===== config.mk =====
export PLATFORM = sky130hd
export DESIGN_NAME = ym_bus_writer
export DESIGN_NICKNAME = d
export VERILOG_FILES = /design/src/rtl/ym_bus_writer.sv
export SDC_FILE = /design/constraint.sdc
export NUM_CORES = 1
export LEC_CHECK = 0
export ABC_AREA = 1
export CAP_MARGIN = 20
export CORE_UTILIZATION = 25
export CTS_CLUSTER_SIZE = 40
export DETAILED_ROUTE_END_ITERATION = 10
export PLACE_DENSITY = 0.42
export SYNTH_ARGS = -nofsm -noshare
export SYNTH_HDL_FRONTEND = slang
export SYNTH_SLANG_ARGS = --single-unit

===== constraint.sdc =====
create_clock -name clk -period 2.3 [get_ports clk]
set_clock_uncertainty 0.1 [all_clocks]
set_input_delay 0.46 -clock clk [delete_from_list [all_inputs] [get_ports clk]]
set_output_delay 0.46 -clock clk [all_outputs]
set_load 0.03 [all_outputs]

===== src/rtl/ym_bus_writer.sv =====
// Host-side write initiator for the jt03 CPU port: queues (register, value) requests
// and plays each one out as an address write, a data write and the chip's post-write wait.
module ym_bus_writer #(
    parameter int FIFO_DEPTH   = 4,
    parameter int STROBE_CYC   = 2,
    parameter int ADDR_WAIT    = 17,
    parameter int DATA_WAIT    = 83,
    parameter int USE_BUSY     = 1,
    parameter int BUSY_TIMEOUT = 255
) (
    input  logic                          clk,
    input  logic                          rst_n,
    input  logic                          cen,
    input  logic                          req_valid,
    output logic                          req_ready,
    input  logic [7:0]                    req_reg,
    input  logic [7:0]                    req_val,
    output logic [7:0]                    bus_data,
    output logic                          bus_addr,
    output logic                          bus_cs_n,
    output logic                          bus_wr_n,
    input  logic [7:0]                    bus_status,
    output logic                          idle,
    output logic                          timeout_err,
    output logic [$clog2(FIFO_DEPTH):0]   fifo_level
);

    localparam int PW = $clog2(FIFO_DEPTH);
    localparam int CW = PW + 1;

    localparam logic [7:0]    STROBE_LAST = 8'(STROBE_CYC - 1);
    localparam logic [15:0]   ADDR_LAST   = 16'((ADDR_WAIT > 0) ? ADDR_WAIT - 1 : 0);
    localparam logic [15:0]   DATA_LAST   = 16'((DATA_WAIT > 0) ? DATA_WAIT - 1 : 0);
    localparam logic [15:0]   BUSY_LAST   = 16'((BUSY_TIMEOUT > 0) ? BUSY_TIMEOUT - 1 : 0);
    localparam logic [CW-1:0] FULL_LEVEL  = CW'(FIFO_DEPTH);

    typedef enum logic [3:0] {
        IDLE,
        A_SET,
        A_STB,
        A_HLD,
        A_WAIT,
        D_SET,
        D_STB,
        D_HLD,
        D_WAIT
    } state_t;

    // ------------------------------------------------------------------
    // Request FIFO: {reg, val} per entry
    // ------------------------------------------------------------------
    logic [15:0]   fifo_mem [FIFO_DEPTH];
    logic [PW-1:0] wr_ptr_reg;
    logic [PW-1:0] rd_ptr_reg;
    logic [CW-1:0] count_reg;
    logic [15:0]   head_entry;
    logic          fifo_empty;
    logic          push;
    logic          pop;

    state_t        state_reg;
    logic [7:0]    strobe_cnt_reg;
    logic [15:0]   wait_cnt_reg;
    logic          cen_seen_reg;
    logic [7:0]    val_hold_reg;
    logic [7:0]    bus_data_reg;
    logic          bus_addr_reg;
    logic          bus_cs_n_reg;
    logic          bus_wr_n_reg;
    logic          timeout_err_reg;

    // Only the busy flag of the status byte is meaningful here.
    logic          unused_status;
    assign unused_status = ^bus_status[6:0];

    assign fifo_empty = (count_reg == '0);
    assign req_ready  = (count_reg != FULL_LEVEL);
    assign push       = req_valid && req_ready;
    assign pop        = (state_reg == IDLE) && !fifo_empty;
    assign head_entry = fifo_mem[rd_ptr_reg];

    always_ff @(posedge clk) begin
        if (push) begin
            fifo_mem[wr_ptr_reg] <= {req_reg, req_val};
        end
    end

    always_ff @(posedge clk or negedge rst_n) begin
        if (!rst_n) begin
            wr_ptr_reg <= '0;
            rd_ptr_reg <= '0;
            count_reg  <= '0;
        end else begin
            if (push) begin
                wr_ptr_reg <= wr_ptr_reg + PW'(1);
            end
            if (pop) begin
                rd_ptr_reg <= rd_ptr_reg + PW'(1);
            end
            case ({push, pop})
                2'b10:   count_reg <= count_reg + CW'(1);
                2'b01:   count_reg <= count_reg - CW'(1);
                default: count_reg <= count_reg;
            endcase
        end
    end

    // ------------------------------------------------------------------
    // Bus sequencer; bus outputs change together with the state register
    // ------------------------------------------------------------------
    always_ff @(posedge clk or negedge rst_n) begin
        if (!rst_n) begin
            state_reg       <= IDLE;
            strobe_cnt_reg  <= '0;
            wait_cnt_reg    <= '0;
            cen_seen_reg    <= 1'b0;
            val_hold_reg    <= '0;
            bus_data_reg    <= '0;
            bus_addr_reg    <= 1'b0;
            bus_cs_n_reg    <= 1'b1;
            bus_wr_n_reg    <= 1'b1;
            timeout_err_reg <= 1'b0;
        end else begin
            case (state_reg)
                IDLE: begin
                    if (pop) begin
                        state_reg    <= A_SET;
                        bus_cs_n_reg <= 1'b0;
                        bus_addr_reg <= 1'b0;
                        bus_data_reg <= head_entry[15:8];
                        val_hold_reg <= head_entry[7:0];
                    end
                end
                A_SET: begin
                    state_reg      <= A_STB;
                    bus_wr_n_reg   <= 1'b0;
                    strobe_cnt_reg <= '0;
                end
                A_STB: begin
                    if (strobe_cnt_reg == STROBE_LAST) begin
                        state_reg    <= A_HLD;
                        bus_wr_n_reg <= 1'b1;
                    end else begin
                        strobe_cnt_reg <= strobe_cnt_reg + 8'd1;
                    end
                end
                A_HLD: begin
                    state_reg    <= A_WAIT;
                    bus_cs_n_reg <= 1'b1;
                    bus_addr_reg <= 1'b0;
                    bus_data_reg <= '0;
                    wait_cnt_reg <= '0;
                end
                A_WAIT: begin
                    if (cen) begin
                        if (wait_cnt_reg == ADDR_LAST) begin
                            state_reg    <= D_SET;
                            bus_cs_n_reg <= 1'b0;
                            bus_addr_reg <= 1'b1;
                            bus_data_reg <= val_hold_reg;
                        end else begin
                            wait_cnt_reg <= wait_cnt_reg + 16'd1;
                        end
                    end
                end
                D_SET: begin
                    state_reg      <= D_STB;
                    bus_wr_n_reg   <= 1'b0;
                    strobe_cnt_reg <= '0;
                end
                D_STB: begin
                    if (strobe_cnt_reg == STROBE_LAST) begin
                        state_reg    <= D_HLD;
                        bus_wr_n_reg <= 1'b1;
                    end else begin
                        strobe_cnt_reg <= strobe_cnt_reg + 8'd1;
                    end
                end
                D_HLD: begin
                    state_reg    <= D_WAIT;
                    bus_cs_n_reg <= 1'b1;
                    bus_addr_reg <= 1'b0;
                    bus_data_reg <= '0;
                    wait_cnt_reg <= '0;
                    cen_seen_reg <= 1'b0;
                end
                D_WAIT: begin
                    if (USE_BUSY == 0) begin
                        if (cen) begin
                            if (wait_cnt_reg == DATA_LAST) begin
                                state_reg <= IDLE;
                            end else begin
                                wait_cnt_reg <= wait_cnt_reg + 16'd1;
                            end
                        end
                    end else if (!cen_seen_reg) begin
                        // The chip raises busy only after it has clocked the write in.
                        if (cen) begin
                            cen_seen_reg <= 1'b1;
                        end
                    end else if (!bus_status[7]) begin
                        state_reg <= IDLE;
                    end else if (cen) begin
                        if (wait_cnt_reg == BUSY_LAST) begin
                            timeout_err_reg <= 1'b1;
                            state_reg       <= IDLE;
                        end else begin
                            wait_cnt_reg <= wait_cnt_reg + 16'd1;
                        end
                    end
                end
                default: begin
                    state_reg    <= IDLE;
                    bus_cs_n_reg <= 1'b1;
                    bus_wr_n_reg <= 1'b1;
                    bus_addr_reg <= 1'b0;
                    bus_data_reg <= '0;
                end
            endcase
        end
    end

    assign bus_data    = bus_data_reg;
    assign bus_addr    = bus_addr_reg;
    assign bus_cs_n    = bus_cs_n_reg;
    assign bus_wr_n    = bus_wr_n_reg;
    assign timeout_err = timeout_err_reg;
    assign fifo_level  = count_reg;
    assign idle        = (state_reg == IDLE) && fifo_empty;

endmodule


==> summary.md <==
| Metric | Value |
|---|---|
| Status | `complete, no violations` |
| Final Hold Vio Count | `0` |
| Placed insts | `930` |
| Worst ir drop on vdd | `between 0.0004 and 0.0005 V` |
| Critical Path Max Stage Delay | `660 ps` |
| CTS Root Cell | `clkbuf_16` |
| Synth top area cells | `edfxtp_1 34%, dfrtp_1 24%, nand2_1 11%` |
| Post-synthesis sequential area ratio | `59.3%` |
| Post-DP HPWL | `8730 um` |
| Worst slew pin tran | `555 ps` |
| Static leakage | `3.02 nW` |
| Initial antenna violation count | `0` |
| Die W | `between 150 and 200 um` |
| ANT cells | `0` |
| Synth warn | `0` |
| Full die area | `23000 sq um` |
| Core footprint | `about 22000 sq um` |
| Clock transition at path regs | `60 ps` |
| Number of global-route vias before repair | `around 4200` |
| Post-synth top cells | `169 x nand2_1, 77 x nor2_1, 64 x edfxtp_1, 60 x inv_1, 54 x dfrtp_1` |
| Crit path buf inv count | `1` |
| Slew Viols, Final | `0` |
| CTS Sinks | `120` |
| Routed WL per cell | `13.2 um` |
| Clk Latency, worst-skew pair | `420 ps` |
| Post-Layout Cell Count | `963` |
| Cell taking the most area after synthesis | `edfxtp_1` |
| Drt pass-1 iters | `5` |
| Main synth FF type | `edfxtp_1` |
| HP Start | `bus_cs_n$_DFFE_PN1P_` |
| Crit path from | `bus_wr_n$_DFFE_PN1P_` |
| WL final | `12700 um` |
| CTS tree | `yes` |
| FFs w/ async S/R, synth | `46.7%` |
| Row cnt | `54` |
| Final ANT Viol Nets | `0` |
| Area growth syn-to-layout | `27.1%` |
| Pin count of the biggest net entering global routing | `57` |
| Worst Path Required | `about 1700 ps` |
| Achievable Freq | `around 0.46 GHz` |
| Max reg flops | `64` |
| FF-to-FF Start | `state_reg[0]$_DFFE_PN0P_` |
| Drt drc | `0` |
| CP Class | `reg2out` |
| Worst path cell trace | `clkdlybuf4s50_1` |
| Yosys cell types | `33` |
| Pwr dens | `1310 nW/um^2` |
| FF+latch count, synth | `120` |
| Number of setup buffers added after CTS | `0` |
| CP endpoint kind | `primary output` |
| CTS H-tree lvls | `4` |
| Final Core Density | `32.5%` |
| Post-Syn Nets | `648` |
| Final instance area | `7120 sq um` |
| Avg Cell Area, Syn | `9.20 sq um` |
| Count leader, synth | `nand2_1` |
| Via Count | `4142` |
| Fraction of layout cells with a size suffix above 1 | `between 10 and 15%` |
| Cts bufs inserted | `17` |
| GRT Util Overall | `12.3%` |
| RSZ-0062 raised after global routing | `no` |
| Fin Setup TNS | `0 ps` |
| Initial DRC count | `about 270` |
| Largest delay share family, worst path | `buffers and inverters` |
| First-pass GRT wire length | `between 20000 and 25000 um` |
| Hold Path Class | `reg2reg` |
| GRT overflow | `0` |
| Total power | `9.35 mW` |
| Final Setup Violations | `0` |
| Die height | `152 um` |
| Worst path arrival time | `1620 ps` |
| Cell Area, Placed | `approximately 6500 sq um` |
| Rel. slew slack | `63.0%` |
| Startpoint types | `flip-flop` |
| Mapped Area | `5610 sq um` |
| Max_cap viols | `0` |
| Starting Density | `25.6%` |
| Period utilization | `94.7%` |
| GP Congestion | `0.823` |
| Port bufs | `37` |
| Io pins | `45` |
| Final worst path period need | `between 2000 and 2500 ps` |
| Final net count | `709` |
| Clk buf depth | `2` |
| Yosys top cell area share | `34.3%` |
| Drt via density | `4.30` |
| EDFF count, synth | `64` |
| Post-synthesis cell count | `609` |
| Critical-path top delay cell | `clkdlybuf4s50_1` |
| Worst-path maximum fanout | `2` |
==> final timing paths <==
kind / endpoint / slack, ps / cells past startpoint
min in group asynchronous: wait_cnt_reg[11]$_DFFE_PN0P_ / 480 / 3
max: bus_wr_n / 120 / 1
min: bus_cs_n$_DFFE_PN1P_ / 370 / 2
max in group asynchronous: bus_cs_n$_DFFE_PN1P_ / 1320 / 3
max reg2reg: fifo_level[2]$_DFFE_PN0P_ / 190 / 11
min reg2reg: bus_cs_n$_DFFE_PN1P_ / 370 / 2
==> report_power, final <==
group / leakage (nW) / internal, mW / switching, mW / total (mW)
clock: 0.311 / 1.75 / 1.07 / 2.82
sequential: 1.31 / 2.83 / 0.247 / 3.08
combinational: 1.40 / 1.21 / 2.24 / 3.45
total: 3.02 / 5.80 / 3.55 / 9.35
==> stage by stage <==
step	worst slack (ps)	hold WS (ps)
after floorplan	16.6	64.4
after CTS	25.2	375
final	122	372
after global placement	85.9	361
after detailed placement	82.0	368
after global routing	42.9	397
==> routing by layer <==
metal	share of wire, %	up-vias	track usage, %
met3	3.2	17	3.71
met2	47	52	20.0
met5	0	-	0
li1	-	2119	-
met1	48	1954	15.7
met4	1.4	0	3.91
==> layout by cell type (no fill, tap or decap), drive strengths merged <==
| cell type | netlist | routed |
|---|---|---|
| o21ai | 43 | 43 |
| dfstp | 2 | 2 |
| nand4 | 4 | 4 |
| buf | 11 | 24 |
| nor3 | 5 | 5 |
| a21oi | 9 | 9 |
| o32ai | 1 | 1 |
| nand3b | 1 | 1 |
| dfrtp | 54 | 54 |
| clkinv | 1 | 4 |
| and2b | 1 | 1 |
| dlygate4sd2 | 0 | 1 |
| and2 | 1 | 1 |
| o22ai | 13 | 13 |
| inv | 61 | 70 |
| o21bai | 1 | 1 |
| xnor2 | 2 | 2 |
| bufinv | 0 | 3 |
| edfxtp | 64 | 64 |
| nand3 | 53 | 53 |
| clkbuf | 8 | 17 |
| xor2 | 11 | 11 |
| clkdlybuf4s15 | 0 | 1 |
| ha | 10 | 10 |
| fa | 1 | 1 |
| nand2 | 171 | 171 |
| dlygate4sd3 | 0 | 1 |
| clkdlybuf4s50 | 0 | 34 |
| nor2 | 81 | 81 |
==> cells by family after synthesis <==
family / after synthesis / share of synthesized area [%]
simple gates: 317 / 23.6
buf+inv: 81 / 6.05
fa+ha+maj: 11 / 2.59
flops: 120 / 59.3
compound gates: 67 / 6.38
xor+xnor: 13 / 2.03
==> area by class of cell <==
class	instances	area (sq um)
fill	2239	14800
sequential	120	3330
multi-input combinational	408	1960
timing repair buffer	61	623
clock buffer	17	425
tap	280	350
inverter	62	234
clock inverter	15	205
==> repair_timing <==
action | CTS | global route
resized for setup | 5 | 2
hold endpoints to repair | 54 | 0
setup endpoints to repair | 2 | 4
hold buffers | 1 | 0
(Power assumes the default switching activity.)
